## src/rtl/cnn_pkg.sv

```systemverilog
// Shared CNN pipeline definitions: scheduler state encoding, engine constants
// and an index-width helper.
package cnn_pkg;

  localparam int KERNEL_TAPS = 25;
  localparam int CONV2D_LAT  = 7;
  localparam int ROM_RD_LAT  = 1;

  typedef enum logic [2:0] {
    IDLE,
    PREP,
    LOAD,
    SCAN,
    DRAIN,
    DONE
  } conv_sched_state_t;

  // Index width that stays at least one bit wide for single-entry ranges.
  function automatic int addr_w(input int n);
    return (n <= 1) ? 1 : $clog2(n);
  endfunction

endpackage

```

## src/rtl/conv_sched_if.sv

```systemverilog
// Window-issue and result-tag bus between conv_sched and the fetch unit / result sink.
// The scheduler is the master; hold flows back from the fetch side.
interface conv_sched_if
  import cnn_pkg::*;
#(
  parameter int IMG_W       = 28,
  parameter int IMG_H       = 28,
  parameter int NUM_KERNELS = 6
);

  localparam int RW = addr_w(IMG_H);
  localparam int CW = addr_w(IMG_W);
  localparam int KW = addr_w(NUM_KERNELS);

  logic          hold;
  logic          win_valid;
  logic [RW-1:0] win_row;
  logic [CW-1:0] win_col;
  logic          res_valid;
  logic [KW-1:0] res_kernel;
  logic [RW-1:0] res_row;
  logic [CW-1:0] res_col;

  modport master (
    input  hold,
    output win_valid, win_row, win_col,
    output res_valid, res_kernel, res_row, res_col
  );

  modport slave (
    output hold,
    input  win_valid, win_row, win_col,
    input  res_valid, res_kernel, res_row, res_col
  );

endinterface

```

## src/rtl/conv_sched_tag_pipe.sv

```systemverilog
// Fixed-depth valid/row/col delay line that re-times window coordinates onto engine results.
// Latency DEPTH cycles, no backpressure: bubbles travel through as valid=0.
module conv_sched_tag_pipe #(
  parameter int DEPTH = 8,
  parameter int RW    = 5,
  parameter int CW    = 5
) (
  input  logic          cnn_clk,
  input  logic          cnn_rst,
  input  logic          in_valid,
  input  logic [RW-1:0] in_row,
  input  logic [CW-1:0] in_col,
  output logic          out_valid,
  output logic [RW-1:0] out_row,
  output logic [CW-1:0] out_col
);

  logic [DEPTH-1:0] vld_q;
  logic [RW-1:0]    row_q [DEPTH];
  logic [CW-1:0]    col_q [DEPTH];

  always_ff @(posedge cnn_clk) begin
    if (cnn_rst) begin
      vld_q <= '0;
      for (int i = 0; i < DEPTH; i++) begin
        row_q[i] <= '0;
        col_q[i] <= '0;
      end
    end else begin
      vld_q[0] <= in_valid;
      row_q[0] <= in_row;
      col_q[0] <= in_col;
      for (int i = 1; i < DEPTH; i++) begin
        vld_q[i] <= vld_q[i-1];
        row_q[i] <= row_q[i-1];
        col_q[i] <= col_q[i-1];
      end
    end
  end

  assign out_valid = vld_q[DEPTH-1];
  assign out_row   = row_q[DEPTH-1];
  assign out_col   = col_q[DEPTH-1];

endmodule

```

## src/rtl/conv_sched.sv

```systemverilog
// Kernel load / window scan sequencer for the 5x5 conv2d engine; results tagged WIN_LAT+CONV_LAT after issue.
// hold stalls window issue only; CONV_SCHED_PERF_EN adds busy-cycle and stall counters.
module conv_sched
  import cnn_pkg::*;
#(
  parameter int IMG_W       = 28,
  parameter int IMG_H       = 28,
  parameter int K           = 5,
  parameter int NUM_KERNELS = 6,
  parameter int WIN_LAT     = 1,
  parameter int CONV_LAT    = CONV2D_LAT,
  localparam int WA_W       = addr_w(NUM_KERNELS * KERNEL_TAPS),
  localparam int BA_W       = addr_w(NUM_KERNELS),
  localparam int RW         = addr_w(IMG_H),
  localparam int CW         = addr_w(IMG_W)
) (
  input  logic            cnn_clk,
  input  logic            cnn_rst,
  input  logic            start,
  output logic            busy,
  output logic            done,
  output logic [WA_W-1:0] w_addr,
  input  logic [15:0]     w_data,
  output logic [BA_W-1:0] b_addr,
  input  logic [15:0]     b_data,
  output logic            weight_en,
  output logic [15:0]     weight,
  output logic [15:0]     bias,
`ifdef CONV_SCHED_PERF_EN
  output logic [31:0]     perf_cycles,
  output logic [31:0]     perf_stalls,
`endif
  conv_sched_if.master    sif
);

  localparam int DEPTH = WIN_LAT + CONV_LAT;
  localparam int DW    = addr_w(DEPTH);

  localparam logic [4:0]      J_END    = 5'(KERNEL_TAPS);
  localparam logic [4:0]      J_SAT    = 5'(KERNEL_TAPS - 1);
  localparam logic [4:0]      J_BIAS   = 5'(ROM_RD_LAT - 1);
  localparam logic [BA_W-1:0] K_LAST   = BA_W'(NUM_KERNELS - 1);
  localparam logic [RW-1:0]   ROW_LAST = RW'(IMG_H - K);
  localparam logic [CW-1:0]   COL_LAST = CW'(IMG_W - K);
  localparam logic [DW-1:0]   D_LAST   = DW'(DEPTH - 1);
  localparam logic [WA_W-1:0] TAPS     = WA_W'(KERNEL_TAPS);

  conv_sched_state_t state, state_n;

  logic [BA_W-1:0] k;
  logic [4:0]      j;
  logic [RW-1:0]   row;
  logic [CW-1:0]   col;
  logic [DW-1:0]   d;
  logic            issue, last_win, j_done, d_done;

  assign issue    = (state == SCAN) && !sif.hold;
  assign last_win = (row == ROW_LAST) && (col == COL_LAST);
  assign j_done   = (j == J_END);
  assign d_done   = (d == D_LAST);

  assign busy          = (state != IDLE);
  assign done          = (state == DONE);
  assign weight_en     = (state == LOAD);
  assign weight        = w_data;
  assign b_addr        = k;
  assign w_addr        = WA_W'(k) * TAPS + WA_W'((j > J_SAT) ? J_SAT : j);
  assign sif.win_valid = issue;
  assign sif.win_row   = row;
  assign sif.win_col   = col;
  assign sif.res_kernel = k;

  always_ff @(posedge cnn_clk) begin
    if (cnn_rst) state <= IDLE;
    else         state <= state_n;
  end

  always_comb begin
    state_n = state;
    case (state)
      IDLE:    if (start) state_n = PREP;
      PREP:    state_n = LOAD;
      LOAD:    if (j_done) state_n = SCAN;
      SCAN:    if (issue && last_win) state_n = DRAIN;
      DRAIN:   if (d_done) state_n = (k == K_LAST) ? DONE : PREP;
      DONE:    state_n = IDLE;
      default: state_n = IDLE;
    endcase
  end

  // k only advances once DRAIN has emptied the tag pipe, so res_kernel never mixes kernels.
  always_ff @(posedge cnn_clk) begin
    if (cnn_rst) begin
      k    <= '0;
      j    <= '0;
      row  <= '0;
      col  <= '0;
      d    <= '0;
      bias <= '0;
    end else begin
      case (state)
        IDLE: if (start) k <= '0;
        LOAD: begin
          j <= j_done ? 5'd0 : j + 5'd1;
          if (j == J_BIAS) bias <= b_data;
        end
        SCAN: if (issue) begin
          if (col == COL_LAST) begin
            col <= '0;
            row <= (row == ROW_LAST) ? '0 : row + 1'b1;
          end else begin
            col <= col + 1'b1;
          end
        end
        DRAIN: begin
          d <= d_done ? '0 : d + 1'b1;
          if (d_done && (k != K_LAST)) k <= k + 1'b1;
        end
        default: ;
      endcase
    end
  end

  conv_sched_tag_pipe #(
    .DEPTH (DEPTH),
    .RW    (RW),
    .CW    (CW)
  ) u_tag_pipe (
    .cnn_clk   (cnn_clk),
    .cnn_rst   (cnn_rst),
    .in_valid  (issue),
    .in_row    (row),
    .in_col    (col),
    .out_valid (sif.res_valid),
    .out_row   (sif.res_row),
    .out_col   (sif.res_col)
  );

`ifdef CONV_SCHED_PERF_EN
  always_ff @(posedge cnn_clk) begin
    if (cnn_rst || (state == IDLE && start)) begin
      perf_cycles <= '0;
      perf_stalls <= '0;
    end else begin
      if (busy) perf_cycles <= perf_cycles + 32'd1;
      if (state == SCAN && sif.hold) perf_stalls <= perf_stalls + 32'd1;
    end
  end
`endif

endmodule

```

## src/flat_wrapper.sv

```systemverilog
// flat-port wrapper written by rule: the top's interface ports become plain ports
module conv_sched_flat import cnn_pkg::*;
#(
  parameter int IMG_W       = 28,
  parameter int IMG_H       = 28,
  parameter int K           = 5,
  parameter int NUM_KERNELS = 6,
  parameter int WIN_LAT     = 1,
  parameter int CONV_LAT    = CONV2D_LAT,
  localparam int WA_W       = addr_w(NUM_KERNELS * KERNEL_TAPS),
  localparam int BA_W       = addr_w(NUM_KERNELS),
  localparam int RW         = addr_w(IMG_H),
  localparam int CW         = addr_w(IMG_W)
)
  (cnn_clk, cnn_rst, start, busy, done, w_addr, w_data, b_addr, b_data, weight_en, weight, bias, sif_hold, sif_win_valid, sif_win_row, sif_win_col, sif_res_valid, sif_res_kernel, sif_res_row, sif_res_col);
  conv_sched_if #(.IMG_W(IMG_W), .IMG_H(IMG_H), .NUM_KERNELS(NUM_KERNELS)) sif_i ();
  input  logic cnn_clk;
  input  logic cnn_rst;
  input  logic start;
  output logic busy;
  output logic done;
  output logic [WA_W-1:0] w_addr;
  input  logic [15:0] w_data;
  output logic [BA_W-1:0] b_addr;
  input  logic [15:0] b_data;
  output logic weight_en;
  output logic [15:0] weight;
  output logic [15:0] bias;
  input wire logic [$bits(sif_i.hold)-1:0] sif_hold;
  output wire logic [$bits(sif_i.win_valid)-1:0] sif_win_valid;
  output wire logic [$bits(sif_i.win_row)-1:0] sif_win_row;
  output wire logic [$bits(sif_i.win_col)-1:0] sif_win_col;
  output wire logic [$bits(sif_i.res_valid)-1:0] sif_res_valid;
  output wire logic [$bits(sif_i.res_kernel)-1:0] sif_res_kernel;
  output wire logic [$bits(sif_i.res_row)-1:0] sif_res_row;
  output wire logic [$bits(sif_i.res_col)-1:0] sif_res_col;
  assign sif_i.hold = sif_hold;
  assign sif_win_valid = sif_i.win_valid;
  assign sif_win_row = sif_i.win_row;
  assign sif_win_col = sif_i.win_col;
  assign sif_res_valid = sif_i.res_valid;
  assign sif_res_kernel = sif_i.res_kernel;
  assign sif_res_row = sif_i.res_row;
  assign sif_res_col = sif_i.res_col;
  conv_sched #(.IMG_W(IMG_W), .IMG_H(IMG_H), .K(K), .NUM_KERNELS(NUM_KERNELS), .WIN_LAT(WIN_LAT), .CONV_LAT(CONV_LAT)) u_core (.cnn_clk(cnn_clk), .cnn_rst(cnn_rst), .start(start), .busy(busy), .done(done), .w_addr(w_addr), .w_data(w_data), .b_addr(b_addr), .b_data(b_data), .weight_en(weight_en), .weight(weight), .bias(bias), .sif(sif_i));
endmodule
```

## config.mk

```make
export PLATFORM = sky130hd
export DESIGN_NAME = conv_sched_flat
export DESIGN_NICKNAME = d
export VERILOG_FILES = /design/src/rtl/cnn_pkg.sv /design/src/rtl/conv_sched_if.sv /design/src/rtl/conv_sched_tag_pipe.sv /design/src/rtl/conv_sched.sv /design/src/flat_wrapper.sv
export SDC_FILE = /design/constraint.sdc
export NUM_CORES = 1
export LEC_CHECK = 0
export ABC_AREA = 1
export BUFFER_PORTS_ARGS = -buffer_cell sky130_fd_sc_hd__buf_2
export CORE_MARGIN = 2
export CORE_UTILIZATION = 32
export DETAILED_ROUTE_END_ITERATION = 16
export PLACE_DENSITY = 0.63
export SLEW_MARGIN = 10
export SYNTH_ARGS = -nofsm -noshare
export SYNTH_HDL_FRONTEND = slang
export SYNTH_HIERARCHICAL = 1
export SYNTH_SLANG_ARGS = --single-unit
```

## constraint.sdc

```tcl
create_clock -name cnn_clk -period 4.33 [get_ports cnn_clk]
set_input_delay 1.299 -clock cnn_clk [delete_from_list [all_inputs] [get_ports cnn_clk]]
set_output_delay 1.299 -clock cnn_clk [all_outputs]
set_load 0.01 [all_outputs]
```

# Word-level counts from Yosys, hierarchy flattened
# Memory sizes are Yosys's and may differ from the RTL's.
# Cells that the tools add are included.
dict set report totals {
  regBits 48
  wordCells 97
  out_inout_bits 71
  mem_bits_rw 80
  latch_bits 0
  mem_bits_ro 0
  n_memories 2
}
# memory words word_bits read_ports rd_ports_with_merged_regs wr line
set memory_table {}
lappend memory_table {u_core.u_tag_pipe.col_q 8 5 8 0 8 conv_sched_tag_pipe.sv:20} ;# logic [CW-1:0] col_q [DEPTH];
lappend memory_table {u_core.u_tag_pipe.row_q 8 5 8 0 8 conv_sched_tag_pipe.sv:19} ;# logic [RW-1:0] row_q [DEPTH];
dict set report op_classes {
  n_reduce_logical 14
  shift 0
  bitwise_logic 16
  mux 33
  n_addsub 6
  multipliers 1
  div 0
  eq_ne 16
  magnitude_cmp 1
}
# op count
set op_table {}
lappend op_table {{5-bit two-way mux} 20}
lappend op_table {{3-bit two-way mux} 8}
lappend op_table {{1-bit OR} 16}
lappend op_table {{5-bit by 1-bit adder with 5-bit output, second input constant} 3}
lappend op_table {{5-bit == test, second input constant} 3}
lappend op_table {{3-bit case mux with 5 select lines} 1}
lappend op_table {{3-bit == test, second input constant} 4}
lappend op_table {{8-bit adder} 1}
lappend op_table {{3-bit by 5-bit multiplier with 8-bit output, second input constant} 1}
lappend op_table {{3-bit by 1-bit adder with 3-bit output, second input constant} 2}
lappend op_table {{3-bit by 2-bit == test with 1-bit output, second input constant} 2}
lappend op_table {{2-bit by 1-bit inequality test with 1-bit output, second input constant} 3}
lappend op_table {{3-bit case mux with 2 select lines} 1}
lappend op_table {{3-bit AND reduction} 2}
lappend op_table {{5-bit greater-than comparator, second input constant} 1}
lappend op_table {{5-bit logical NOT} 1}
lappend op_table {{1-bit logical AND} 4}
lappend op_table {{2-bit inequality test, second input constant} 2}
lappend op_table {{2-bit AND reduction} 2}
lappend op_table {{4-bit AND reduction} 1}
lappend op_table {{3-bit by 1-bit == test with 1-bit output, second input constant} 1}
lappend op_table {{3-bit logical NOT} 1}
lappend op_table {{1-bit two-way mux} 3}
lappend op_table {{3-bit inequality test, second input constant} 1}
lappend op_table {{3 further kinds} 3}

# Logic depth before layout (Yosys ltp)
dict set report depth {
  ltp_word 5
  depth_mapped 12
  ltp_nobuf 12
}

# By module
# The synthesis kept the hierarchy.
# module cells_each seq_area_each_um2 instances area_each_um2
set modules_own_cells {}
lappend modules_own_cells {conv_sched_tag_pipe 279 1761.7 1 2534.9}
lappend modules_own_cells {conv_sched 335 800.8 1 2471.1}

# Least setup slack after synthesis
# No wires, ideal clock.
dict set report synth_timing {
  path_type {register to output}
  startpoint {reg u_core.j[0]}
  endpoint {out w_addr[7]}
  stages_incl_launch_ff 13
  path_slack_ps 762
  arrival_ps 2269
  n_path_buf 0
  required_time_ps 3031
  path_cell_list {dfxtp_1 -> inv_1 -> ha_1 -> a21oi_1 -> nor2_1 -> ha_1 -> ha_1 -> inv_1 -> fa_1 -> inv_1 -> nand4_1 -> nand3_1 -> xor2_1}
}
dict set report synth_between {
  elab_chain_len 3
}
# element line
set synth_lines {}
lappend synth_lines {{start: declaration} conv_sched.sv:51} ;# logic [4:0] j;
lappend synth_lines {{start signal: assignment} conv_sched.sv:104} ;# j <= j_done ? 5'd0 : j + 5'd1;
lappend synth_lines {{5-bit greater-than comparator} conv_sched.sv:67} ;# assign w_addr = WA_W'(k) * TAPS + WA_W'((j > J_SAT) ? J_SAT : j);
lappend synth_lines {{5-bit two-way mux *} conv_sched.sv:67}
lappend synth_lines {{8-bit adder *} conv_sched.sv:67}
lappend synth_lines {{end: declaration} flat_wrapper.sv:22} ;# output logic [WA_W-1:0] w_addr;
# Mark *: on every way between the ends. The rest lies on a longest branch, timed or not.

# Worst setup path in the final report
dict set report layout_timing {
  startpoint {reg u_core.j[1]}
  endpoint {out w_addr[7]}
}
# The elaborated chain is that of the path after synthesis.

==> run_results.csv <==
group,metric,value,unit
pwr,peakVddDrop,0.0003235,V
global_route,grt_pass1_vias,3296,
global_route,antenna_found_initial,1,
global_route,grt_max_degree,58,
detailed_routing,wire_per_inst,9.674,um
sta,drv_slew,0,
cells_and_area,multi_input_area,1654,um^2
synthesis,synthCells,614,
detailed_routing,via_count,3642,
clock_tree,cts_resized,0,
critical_path,cp-end-kind,"output pin",
hold_path,hold_path_depth,2,
hold_path,whs_endpoint,"u_core/u_tag_pipe/row_q[1][4]$_SDFF_PP0_",
clock_tree,postCtsSetupBuffers,0,
cells_and_area,regArea,2564,um^2
cells_and_area,num-fill-cells,1543,
sta,clock_skew,0.008844,ns
critical_path,reg2reg_from,"u_core/state[2]$_SDFFE_PP0P_",
critical_path,crit_type,"reg -> out",
synthesis,synth_warnings,6,
pwr,power_density,557.7,nW/um^2
detailed_routing,viasPerCell,4.092,
critical_path,reg2regPathDepth,5,
die,ios,107,
clock_tree,cts-htree-levels,4,
sta,tns,0,ns
cells_and_area,area_delta_synth_final,18.32,%
critical_path,path_cells,"inv_1 > ha_1 > a21oi_2 > nor2_1 > ha_1 > ha_1 > inv_1 > fa_1 > inv_1 > nand4_1 > nand3_1 > xor2_1 > buf_2",
synthesis,postSynthAreaPerCell,8.153,um^2
run_status,outcome,"completed",
die,die_w,129.1,um
critical_path,cp.required,3.03,ns
synthesis,synth_nets,674,
clock_tree,path_clk_slew,0.06,ns
synthesis,async_flop_share,0,%
die,core_area,15260,um^2
synthesis,syn_area,5006,um^2
cells_and_area,final_common_cell,"nor2_1",
cells_and_area,fin_nets,725,
synthesis,synth_cell_types,31,
critical_path,critPathMaxFanout,4,
die,die-area,16660,um^2
sta,hold_viol,0,
sta,tightest_slew,0.8714,ns
critical_path,crit_path_top_delay_cell,"fa_1",
critical_path,startpoint,"u_core/j[1]$_SDFFE_PP0P_",
placed_design,portBuffers,74,
global_route,grt_pass1_wl,14570,um
global_route,grt.total_usage,10.88,%
die,die_h,129.1,um
critical_path,slowest_delay,0.40,ns
die,initial_core_util,32.81,%
sta,slew_headroom,41.84,%
critical_path,rrSetupSlack,2.56,ns
cells_and_area,utilization,38.82,%
synthesis,ys_seq_elements,128,
sta,finalSetupViolations,0,
clock_tree,cts-buffers-inserted,17,
pwr,p_leak,2.677,nW
job,cap_viol_max_count,0,
detailed_routing,drc_errors,0,
clock_tree,clock_latency,0.41,ns
placed_design,dp_hpwl,5583,um
clock_tree,clkSinkCount,128,
synthesis,ys.flop_type,"dfxtp_1",
synthesis,synth_edf_count,0,
clock_tree,cts_tree,"yes",
die,rows,45,
clock_tree,root_buffer,"clkbuf_16",
cells_and_area,final_cell_mix,"134 x nor2_1, 127 x inv_1, 127 x dfxtp_1",
clock_tree,clockBufferDepth,2,
sta,fin_crit,4.127,ns
sta,fin_crit_sh,95.31,%
critical_path,worstPathArrival,2.83,ns
sta,timing.fmax,242.3,MHz
synthesis,yosysSeqAreaShare,51.19,%
critical_path,reg2reg_to,"u_core/bias[0]$_SDFFE_PP0P_",
detailed_routing,drt_wl_total,8610,um
critical_path,cp-start-kind,"register",
detailed_routing,drt-pass1-iter-count,4,
hold_path,hold_start,"u_core/u_tag_pipe/row_q[0][4]$_SDFF_PP0_",
detailed_routing,drtIter0Drc,187,
hold_path,min_path_type,"reg -> reg",
cells_and_area,drive_gt1_share,18.14,%
global_route,gr-total-overflow,0,
detailed_routing,antenna_left,0,
clock_tree,cts_hold_buf,0,
placed_design,gp_congestion,0.8041,
[worst max-delay path by stage]
stage,endpoint,slack (ns),cells after the start
5_1_grt,w_addr[7],-0.01,13
3_5_place_dp,w_addr[7],0.54,13
2_1_floorplan,w_addr[7],0.76,12
3_3_place_gp,w_addr[7],0.61,13
6_report,w_addr[7],0.20,13
4_1_cts,w_addr[7],0.09,13
[flip-flops by register name (all words and copies together) (netlist names)]
signal,cells
u_core/bias,16
u_core/j,5
u_core/u_tag_pipe/row_q,40
u_core/state,3
u_core/sif.win_col,5
u_core/u_tag_pipe/col_q,40
u_core/d,3
u_core/b_addr,3
u_core/sif.win_row,5
u_core/u_tag_pipe/vld_q,8
[cells in the mapped netlist, types with 7 or more instances]
master | count | area, um^2
dfxtp_1 | 128 | 2562
buf_4 | 24 | 180.2
nand2_1 | 48 | 180.2
buf_2 | 10 | 50.05
nand3_1 | 15 | 75.07
nor4_1 | 16 | 100.1
o21ai_0 | 26 | 130.1
inv_1 | 127 | 476.7
a21oi_1 | 20 | 100.1
nor2_1 | 134 | 503.0
ha_1 | 23 | 287.8
clkbuf_1 | 7 | 26.28
[worst max-delay path, delay by kind of cell, from the launching register on]
| kind | cells | cell delay [ns] |
|---|---|---|
| compound gates | 1 | 0.17 |
| xor+xnor | 1 | 0.14 |
| fa+ha+maj | 4 | 1.07 |
| buf+inv | 4 | 0.38 |
| flops | 1 | 0.37 |
| simple gates | 3 | 0.27 |
[per-layer routing]
metal	up-vias	GRT usage, %	routed length [um]
li1	1932	-	-
met1	1603	12.48	3854
met2	93	18.11	4050
met3	14	3.633	563
met4	0	5.627	142
met5	-	0	0
[final cells by class]
type,count,area share [%]
clock inverters,14,1.965
clock buffers,18,7.414
diodes,1,0.04225
inverters,128,8.112
multi-input cells,312,27.93
flip-flops and latches,128,43.28
well taps,211,4.457
repair buffers,78,6.802
[logic make-up after synthesis]
logic type	count (synthesis)	synth area share, %
compound gates	51	5.199
simple gates	229	20.22
xor+xnor	8	1.400
fa+ha+maj	24	6.149
flops	128	51.19
buf+inv	174	15.85
[stage by stage]
step           power, mW  instances  instance area [um^2]  hold WS (ns)  setup WS [ns]
5_1_grt            3.492        889                  5921        0.4007       -0.01442
3_5_place_dp       1.999        857                  5360        0.3920         0.5446
6_report           3.303        890                  5923        0.3901         0.2032
4_1_cts            3.339        889                  5916        0.3944        0.09116
3_3_place_gp       1.993        857                  5360        0.3883         0.6062
2_1_floorplan      1.831        614                  5006        0.3883         0.7621
[report_power, final]
group / internal [mW] / switching (mW)
Sequential: 1.26 / 0.0733
Clock: 0.765 / 0.562
Combinational: 0.231 / 0.409
Total: 2.26 / 1.04
No activity file was read; power rests on OpenSTA's default activity.
